`src/rtl/conv_window5x5.sv`:
```
// Sliding 5x5 pixel window fed by a four-row line buffer. Tracks the raster
// position and flags windows lying fully inside the image.
module conv_window5x5 #(
  parameter int COLS      = 32,
  parameter int ROWS      = 32,
  parameter int BIT_WIDTH = 8
) (
  input  logic                         clk,
  input  logic                         rst,
  input  logic                         en,
  input  logic [BIT_WIDTH-1:0]         px_in,
  input  logic [BIT_WIDTH-1:0]         tap0,
  input  logic [BIT_WIDTH-1:0]         tap1,
  input  logic [BIT_WIDTH-1:0]         tap2,
  input  logic [BIT_WIDTH-1:0]         tap3,
  output logic [25*BIT_WIDTH-1:0]      win,
  output logic                         win_valid,
  output logic [$clog2(ROWS)-1:0]      out_row,
  output logic [$clog2(COLS)-1:0]      out_col,
  output logic                         frame_done
);

  localparam int RW = $clog2(ROWS);
  localparam int CW = $clog2(COLS);

  logic [25*BIT_WIDTH-1:0] win_q, win_d;
  logic [CW-1:0]           col_q, col_d;
  logic [RW-1:0]           row_q, row_d;
  logic [RW-1:0]           out_row_q, out_row_d;
  logic [CW-1:0]           out_col_q, out_col_d;
  logic                    valid_q, valid_d;
  logic                    done_q, done_d;
  logic                    last_col_s, last_row_s;

  assign last_col_s = (col_q == CW'(COLS - 1));
  assign last_row_s = (row_q == RW'(ROWS - 1));

  // Next-state: shift window, advance raster counters, flag in-image windows
  always_comb begin
    win_d     = win_q;
    col_d     = col_q;
    row_d     = row_q;
    out_row_d = out_row_q;
    out_col_d = out_col_q;
    valid_d   = 1'b0;
    done_d    = 1'b0;
    if (en) begin
      for (int i = 0; i < 5; i++) begin
        for (int j = 0; j < 4; j++) begin
          win_d[(i*5+j)*BIT_WIDTH +: BIT_WIDTH] = win_q[(i*5+j+1)*BIT_WIDTH +: BIT_WIDTH];
        end
      end
      // Right column: oldest row at the top, current pixel at the bottom
      win_d[(0*5+4)*BIT_WIDTH +: BIT_WIDTH] = tap3;
      win_d[(1*5+4)*BIT_WIDTH +: BIT_WIDTH] = tap2;
      win_d[(2*5+4)*BIT_WIDTH +: BIT_WIDTH] = tap1;
      win_d[(3*5+4)*BIT_WIDTH +: BIT_WIDTH] = tap0;
      win_d[(4*5+4)*BIT_WIDTH +: BIT_WIDTH] = px_in;

      if (last_col_s) begin
        col_d = {CW{1'b0}};
        if (last_row_s) begin
          row_d = {RW{1'b0}};
        end else begin
          row_d = row_q + RW'(1'b1);
        end
      end else begin
        col_d = col_q + CW'(1'b1);
        row_d = row_q;
      end

      valid_d = (row_q >= RW'(3'd4)) && (col_q >= CW'(3'd4));
      done_d  = last_col_s && last_row_s;
      if (valid_d) begin
        out_row_d = row_q - RW'(3'd4);
        out_col_d = col_q - CW'(3'd4);
      end else begin
        out_row_d = out_row_q;
        out_col_d = out_col_q;
      end
    end else begin
      valid_d = 1'b0;
      done_d  = 1'b0;
    end
  end

  // State registers with synchronous reset taking priority over en
  always_ff @(posedge clk) begin
    if (rst) begin
      win_q     <= {(25*BIT_WIDTH){1'b0}};
      col_q     <= {CW{1'b0}};
      row_q     <= {RW{1'b0}};
      out_row_q <= {RW{1'b0}};
      out_col_q <= {CW{1'b0}};
      valid_q   <= 1'b0;
      done_q    <= 1'b0;
    end else begin
      win_q     <= win_d;
      col_q     <= col_d;
      row_q     <= row_d;
      out_row_q <= out_row_d;
      out_col_q <= out_col_d;
      valid_q   <= valid_d;
      done_q    <= done_d;
    end
  end

  assign win        = win_q;
  assign win_valid  = valid_q;
  assign out_row    = out_row_q;
  assign out_col    = out_col_q;
  assign frame_done = done_q;

endmodule

```
`config.mk`:
```
export PLATFORM = sky130hd
export DESIGN_NAME = conv_window5x5
export DESIGN_NICKNAME = d
export VERILOG_FILES = /design/src/rtl/conv_window5x5.sv
export SDC_FILE = /design/constraint.sdc
export NUM_CORES = 1
export LEC_CHECK = 0
export CAP_MARGIN = 20
export CORE_MARGIN = 2
export CORE_UTILIZATION = 42
export DETAILED_ROUTE_END_ITERATION = 16
export PLACE_DENSITY_LB_ADDON = 0.2
export SYNTH_ARGS = -nofsm -noshare
export SYNTH_HDL_FRONTEND = slang
export SYNTH_SLANG_ARGS = --single-unit
export TNS_END_PERCENT = 10
```
`constraint.sdc`:
```
create_clock -name clk -period 1.8 [get_ports clk]
set_input_delay 0.18 -clock clk [delete_from_list [all_inputs] [get_ports clk]]
set_output_delay 0.18 -clock clk [all_outputs]
set_load 0.05 [all_outputs]
```
==> impl_metrics.json, run 1 <==
{
  "skew_ns": 0.0187,
  "power_leakage_uw": 0.00585,
  "worstMarginPinSlew_ns": 0.575,
  "ir_drop_v": 0.000718,
  "die_y_um": 143,
  "ys_seq_area_share_pct": 54.7,
  "nets": 1073,
  "start_util_pct": 43.1,
  "antenna_found_initial": 0,
  "postRouteAntennaNets": 0,
  "grt_pass1_vias": 5912,
  "routed_via_density": 4.72,
  "fin_crit_sh_pct": 93.8,
  "path_delay_family": "simple AND/OR/NAND/NOR gates",
  "globalRouteOverflowTotal": 0,
  "cap_violations": 0,
  "slew-limit-headroom_pct": 61.8,
  "synth_top_area_cell": "dfxtp_1",
  "period_needed_ns": 1.69,
  "die-area_um2": 20500,
  "final_cell_count_no_fill": 1293,
  "num_io_pins": 255,
  "final_util_pct": 61.0,
  "grt_max_degree": 67,
  "insertion_delay_ns": 0.51,
  "worst-path-buf-inv": 2,
  "met2_usage_pct": 29.6,
  "cts_tree": "done",
  "syn2layout_area_growth_pct": 41.6,
  "critPathSlowestCell": "or3_1",
  "syn_area_um2": 8120,
  "grt_pass1_wl_um": 30400,
  "netSwitchingFraction_pct": 24.0,
  "clkSinkCount": 222,
  "p_seq_share_pct": 46.1,
  "grtUsageMet1_pct": 23.6,
  "drtIter0Drc": 264,
  "syn_area_per_cell_um2": 10.5,
  "cts_root_buf": "clkbuf_16",
  "clockBufferDepth": 3,
  "routedWlPerCell_um": 14.6,
  "clkPwrFrac_pct": 44.0,
  "crit_fanout": 9,
  "synth_edf_count": 0,
  "wirelength_um": 18900,
  "outcome": "finished clean",
  "crit_chain": "buf_4 -> inv_1 -> ha_1 -> a2111oi_4 -> or3_1 -> a31o_2",
  "top_usage_layer": "met2",
  "dp_cells": 1252,
  "power.density_nw_per_um2": 964,
  "synth_most_common_cell": "dfxtp_1",
  "min_path_type": "in -> reg",
  "post-dp-hpwl_um": 12800,
  "firstDrtPassIters": 5,
  "hold_buffers": 0,
  "htreeDepth": 1,
  "synthTopCellsByArea": "dfxtp_1, mux2i_1, nor2_1",
  "finalSetupViolations": 0,
  "post-cts-setup-buffers": 0,
  "critical_path_class": "reg -> reg",
  "row_count": 50,
  "ys_ff_latch": 222,
  "gp_congestion": 0.777,
  "clk_pin_slew_worst_paths_ns": 0.06,
  "coreArea_um2": 18800,
  "slew_violations": 0,
  "synth.distinct_cells": 32,
  "start_kind": "register",
  "syn_nets": 825,
  "port_buffers": 254,
  "switchingPower_uw": 2660,
  "ys_async_sr_fraction_pct": 0,
  "dr_total_vias": 6109,
  "die_w_um": 143,
  "synthTopCellsByCount": "dfxtp_1, nor2_1, mux2i_1",
  "fill_cells": 1658,
  "met3_usage_pct": 4.69,
  "fmax_ghz": 0.592,
  "numCtsBuffers": 24,
  "pwr-share-comb_pct": 9.9,
  "drc_errors": 0,
  "whs_ns": 0.0241,
  "cp.arrival_ns": 2.09,
  "synth_top_area_share_pct": 54.7,
  "netlist_instances": 770,
  "antenna_cells": 0,
  "cp_slowest_stage_delay_ns": 0.50,
  "end_kind": "register",
  "drive_gt1_share_pct": 8.13,
  "rsz0062_at_grt": "no",
  "crit_required_ns": 2.20,
  "synth-main-ff-cell": "dfxtp_1",
  "power.internal_uw": 8420,
  "hold_violations": 0,
  "track_usage_pct": 18.0,
  "ys_warn_count": 0
}
[power groups by stage]
stage	combinational, uW	clock (uW)	sequential, uW
detailed placement	1170	0	5230
floorplan	404	0	5580
finish	1090	4880	5110
global route	1160	5250	5130
global placement	1170	0	5220
CTS	1110	5020	5120
[tightest hold or removal path, stage by stage]
cell	delay, ns
buf_8	0.14
mux2i_1	0.08
nor2_1	0.07
[final timing paths]
check,cells after the start,slack [ns],start,to
max,6,0.11,col_q[1],out_row[1]
min,3,0.02,en,win[183]
max reg2reg,6,0.11,col_q[1],out_row[1]
min reg2reg,2,0.46,out_row[2],out_row[2]
[state kept, by name, indices dropped and copies added (netlist names)]
signal,count
frame_done,1
out_row,5
col_q,5
win,200
out_col,5
win_valid,1
row_q,5
[what timing repair did]
action,CTS,global route
endpoints found under the setup margin,200,13
pin swaps,0,2
gates resized for setup,199,9
endpoints found under the hold margin,0,0
[placed cells by master, fill, tap and decap left out, types with 3 or more instances in the layout]
| cell type | instances |
|---|---|
| a21oi_1 | 9 |
| bufinv_16 | 3 |
| clkbuf_8 | 3 |
| buf_4 | 28 |
| dfxtp_1 | 217 |
| nor2_1 | 209 |
| ha_1 | 9 |
| dlygate4sd2_1 | 198 |
| o21ai_0 | 4 |
| nand3_1 | 4 |
| nand2b_1 | 3 |
| dfxtp_2 | 4 |
| buf_12 | 5 |
| inv_1 | 14 |
| clkbuf_16 | 24 |
| clkbuf_1 | 9 |
| ha_2 | 3 |
| clkdlybuf4s50_1 | 40 |
| a31o_2 | 3 |
| mux2i_1 | 202 |
| nor4_1 | 6 |
| a211oi_1 | 3 |
| nand2_1 | 3 |
[cell families (layout without fill, tap and decap cells)]
group	Yosys count	after routing	share of synthesized area, %
simple gates	239	239	12.0
fa+ha+maj	12	12	1.85
xor+xnor	2	2	0.216
flops	222	222	54.7
compound gates	26	26	2.53
mux	204	204	25.2
buf+inv	65	328	3.51
[metal layers]
| metal | wire length (um) | up-vias |
|---|---|---|
| li1 | - | 3074 |
| met1 | 8460 | 2842 |
| met2 | 8670 | 172 |
| met3 | 1470 | 21 |
| met4 | 299 | 0 |
| met5 | 0 | - |
[layout make-up]
class                           count  area [um2]  area share, %
Timing Repair Buffer              273        2470           21.5
Sequential cell                   222        4450           38.7
Multi-Input combinational cell    483        3400           29.6
Clock buffer                       36         676           5.88
Clock inverter                      5         111          0.969
Tap cell                          260         325           2.83
Inverter                           14        52.6          0.457
[stage by stage]
step	setup TNS, ns	power (uW)	cell area [um2]	setup slack (ns)
2_1_floorplan	0	5990	8120	0.0369
3_3_place_gp	0	6390	10900	0.0331
3_5_place_dp	-0.0400	6400	10900	-0.0297
4_1_cts	0	11200	11500	0.0323
5_1_grt	0	11500	11500	0.0236
6_report	0	11100	11500	0.112
(Power assumes the default switching activity.)
==> run 2: changes to the inputs <==
--- a/config.mk
+++ b/config.mk
@@ -9,6 +9,7 @@
 export CORE_MARGIN = 2
 export CORE_UTILIZATION = 42
 export DETAILED_ROUTE_END_ITERATION = 16
+export GPL_TIMING_DRIVEN = 0
 export PLACE_DENSITY_LB_ADDON = 0.2
 export SYNTH_ARGS = -nofsm -noshare
 export SYNTH_HDL_FRONTEND = slang
==> run 2 against run 1 <==
Die area is the same; sequential power is essentially flat; non-clock buffer count increased by 41; routed wire length rose by 8.0%; via count grew 3.8%; first-iteration DRC count shrank 22%; sequential share of layout area is 0.52 points lower; worst hold slack gained 0.11 ns; maximum frequency fell by 4.0%; clock skew shrank 0.012 ns; total power is 1.5% higher; critical path type unchanged; critical endpoint is now col_q[3]; largest cell class unchanged; largest power group unchanged.
==> impl_metrics.json, run 2 (synthesis results as in run 1) <==
{
  "outcome": "finished clean",
  "power.density_nw_per_um2": 963,
  "clk_pin_slew_worst_paths_ns": 0.06,
  "slew-limit-headroom_pct": 61.8,
  "grt_pass1_vias": 6321,
  "hold_violations": 0,
  "power_leakage_uw": 0.00597,
  "insertion_delay_ns": 0.50,
  "mostFrequentLayoutCell": "dfxtp_1",
  "power.internal_uw": 8520,
  "die-area_um2": 20500,
  "pwr-share-comb_pct": 9.8,
  "cp.arrival_ns": 2.17,
  "fin_crit_sh_pct": 97.7,
  "finalSetupViolations": 0,
  "dr_total_vias": 6340,
  "antenna_found_initial": 0,
  "worstMarginPinSlew_ns": 0.575,
  "skew_ns": 0.00638,
  "globalRouteOverflowTotal": 0,
  "nets": 1114,
  "ff2ff_path_depth": 6,
  "drc_errors": 0,
  "cts_root_buf": "clkbuf_16",
  "critical_path_class": "reg -> reg",
  "period_needed_ns": 1.76,
  "drive_gt1_share_pct": 9.12,
  "track_usage_pct": 19.3,
  "htreeDepth": 1,
  "min_path_type": "in -> reg",
  "start_kind": "register",
  "syn2layout_area_growth_pct": 43.9,
  "grt_max_degree": 14,
  "routedWlPerCell_um": 15.3,
  "drtIter0Drc": 206,
  "wirelength_um": 20400,
  "post-dp-hpwl_um": 14500,
  "switchingPower_uw": 2730,
  "fmax_ghz": 0.569,
  "grt_pass1_wl_um": 32400,
  "port_buffers": 253,
  "crit_required_ns": 2.21,
  "numCtsBuffers": 24,
  "netSwitchingFraction_pct": 24.3,
  "routed_via_density": 4.75,
  "firstDrtPassIters": 4,
  "crit_fanout": 7,
  "dp_cells": 1283,
  "cp_slowest_stage_delay_ns": 0.47,
  "largest_register_ffs": 200,
  "postRouteAntennaNets": 0,
  "clkSinkCount": 222,
  "slew_violations": 0,
  "end_kind": "register",
  "critPathSlowestCell": "or4_1",
  "final_util_pct": 62.1,
  "row_count": 50,
  "clkPwrFrac_pct": 44.7,
  "gp_congestion": 0.803,
  "final_area_um2": 11700,
  "cts_tree": "done",
  "r2r_setup_slack_ns": 0.04,
  "num_io_pins": 255,
  "cap_violations": 0,
  "clockBufferDepth": 3,
  "hold_buffers": 0,
  "final_cell_mix": "dfxtp_1, dlygate4sd2_1, nor2_1",
  "start_util_pct": 43.1,
  "coreArea_um2": 18800,
  "final_cell_count_no_fill": 1335,
  "die_y_um": 143,
  "whs_path_depth": 3,
  "ir_drop_v": 0.000763,
  "p_seq_share_pct": 45.5,
  "total_power_uw": 11200,
  "placed_cell_area_um2": 11000,
  "antenna_cells": 0,
  "crit_chain": "ha_1 -> and2_4 -> ha_4 -> buf_8 -> or4_1 -> a21oi_1",
  "die_w_um": 143
}
-- run 2: changes by cell type in the layout (fill, tap and decap cells not counted), sizes merged --
cell	previous run	this run
clkdlybuf4s50	40	41
clkinv	2	5
dlygate4sd2	198	212
clkbuf	36	60
-- run 2: worst paths after layout --
check                           startpoint          to
worst max-delay path              col_q[2]    col_q[3]
worst min-delay path                   rst  out_row[3]
worst max register to register    col_q[2]    col_q[3]
worst min register to register  out_row[2]  out_row[2]
-- run 2: power by group through the flow --
| stage | logic, uW | registers [uW] | clock network [uW] |
|---|---|---|---|
| finish | 1100 | 5120 | 5030 |
| global route | 1170 | 5130 | 5360 |
| CTS | 1110 | 5120 | 5170 |
| detailed placement | 1170 | 5230 | 0 |
| global placement | 1160 | 5230 | 0 |
| floorplan | 404 | 5580 | 0 |
-- run 2: final cells by class --
type | count | area, um2
Multi-Input combinational cell | 483 | 3440
Inverter | 14 | 52.6
Clock inverter | 8 | 115
Buffer | 51 | 243
Clock buffer | 34 | 699
Tap cell | 260 | 325
Fill cell | 1700 | 7150
Timing Repair Buffer | 263 | 2340
Sequential cell | 222 | 4470
-- run 2: worst max-delay path: cells and delay by family (launching register included) --
kind	cells	cell delay, ns
flops	1	0.35
fa+ha+maj	2	0.36
compound gates	1	0.20
buf+inv	1	0.12
simple gates	2	0.63
-- run 2: routing by layer --
layer	wire, um	vias up	part of all wire [%]	global-route usage [%]
li1	-	3157	-	-
met1	8960	2946	44	24.6
met2	9300	204	46	31.7
met3	1730	33	8.5	6.00
met4	418	0	2.0	5.37
met5	0	-	0	0
-- run 2: what timing repair did --
item	4_1_cts	5_1_grt
gates resized for setup	223	17
endpoints found under the setup margin	226	14
endpoints found under the hold margin	0	0
pin swaps	2	5
setup buffers	6	4
-- run 2: metrics by stage --
step | hold slack, ns | setup slack [ns] | TNS [ns]
finish | 0.131 | 0.0420 | 0
global route | 0.177 | -0.0386 | -0.0405
CTS | 0.115 | -0.00345 | -0.00345
detailed placement | 0.444 | -0.193 | -11.74
global placement | 0.439 | -0.162 | -10.50
floorplan | 0.327 | 0.0369 | 0
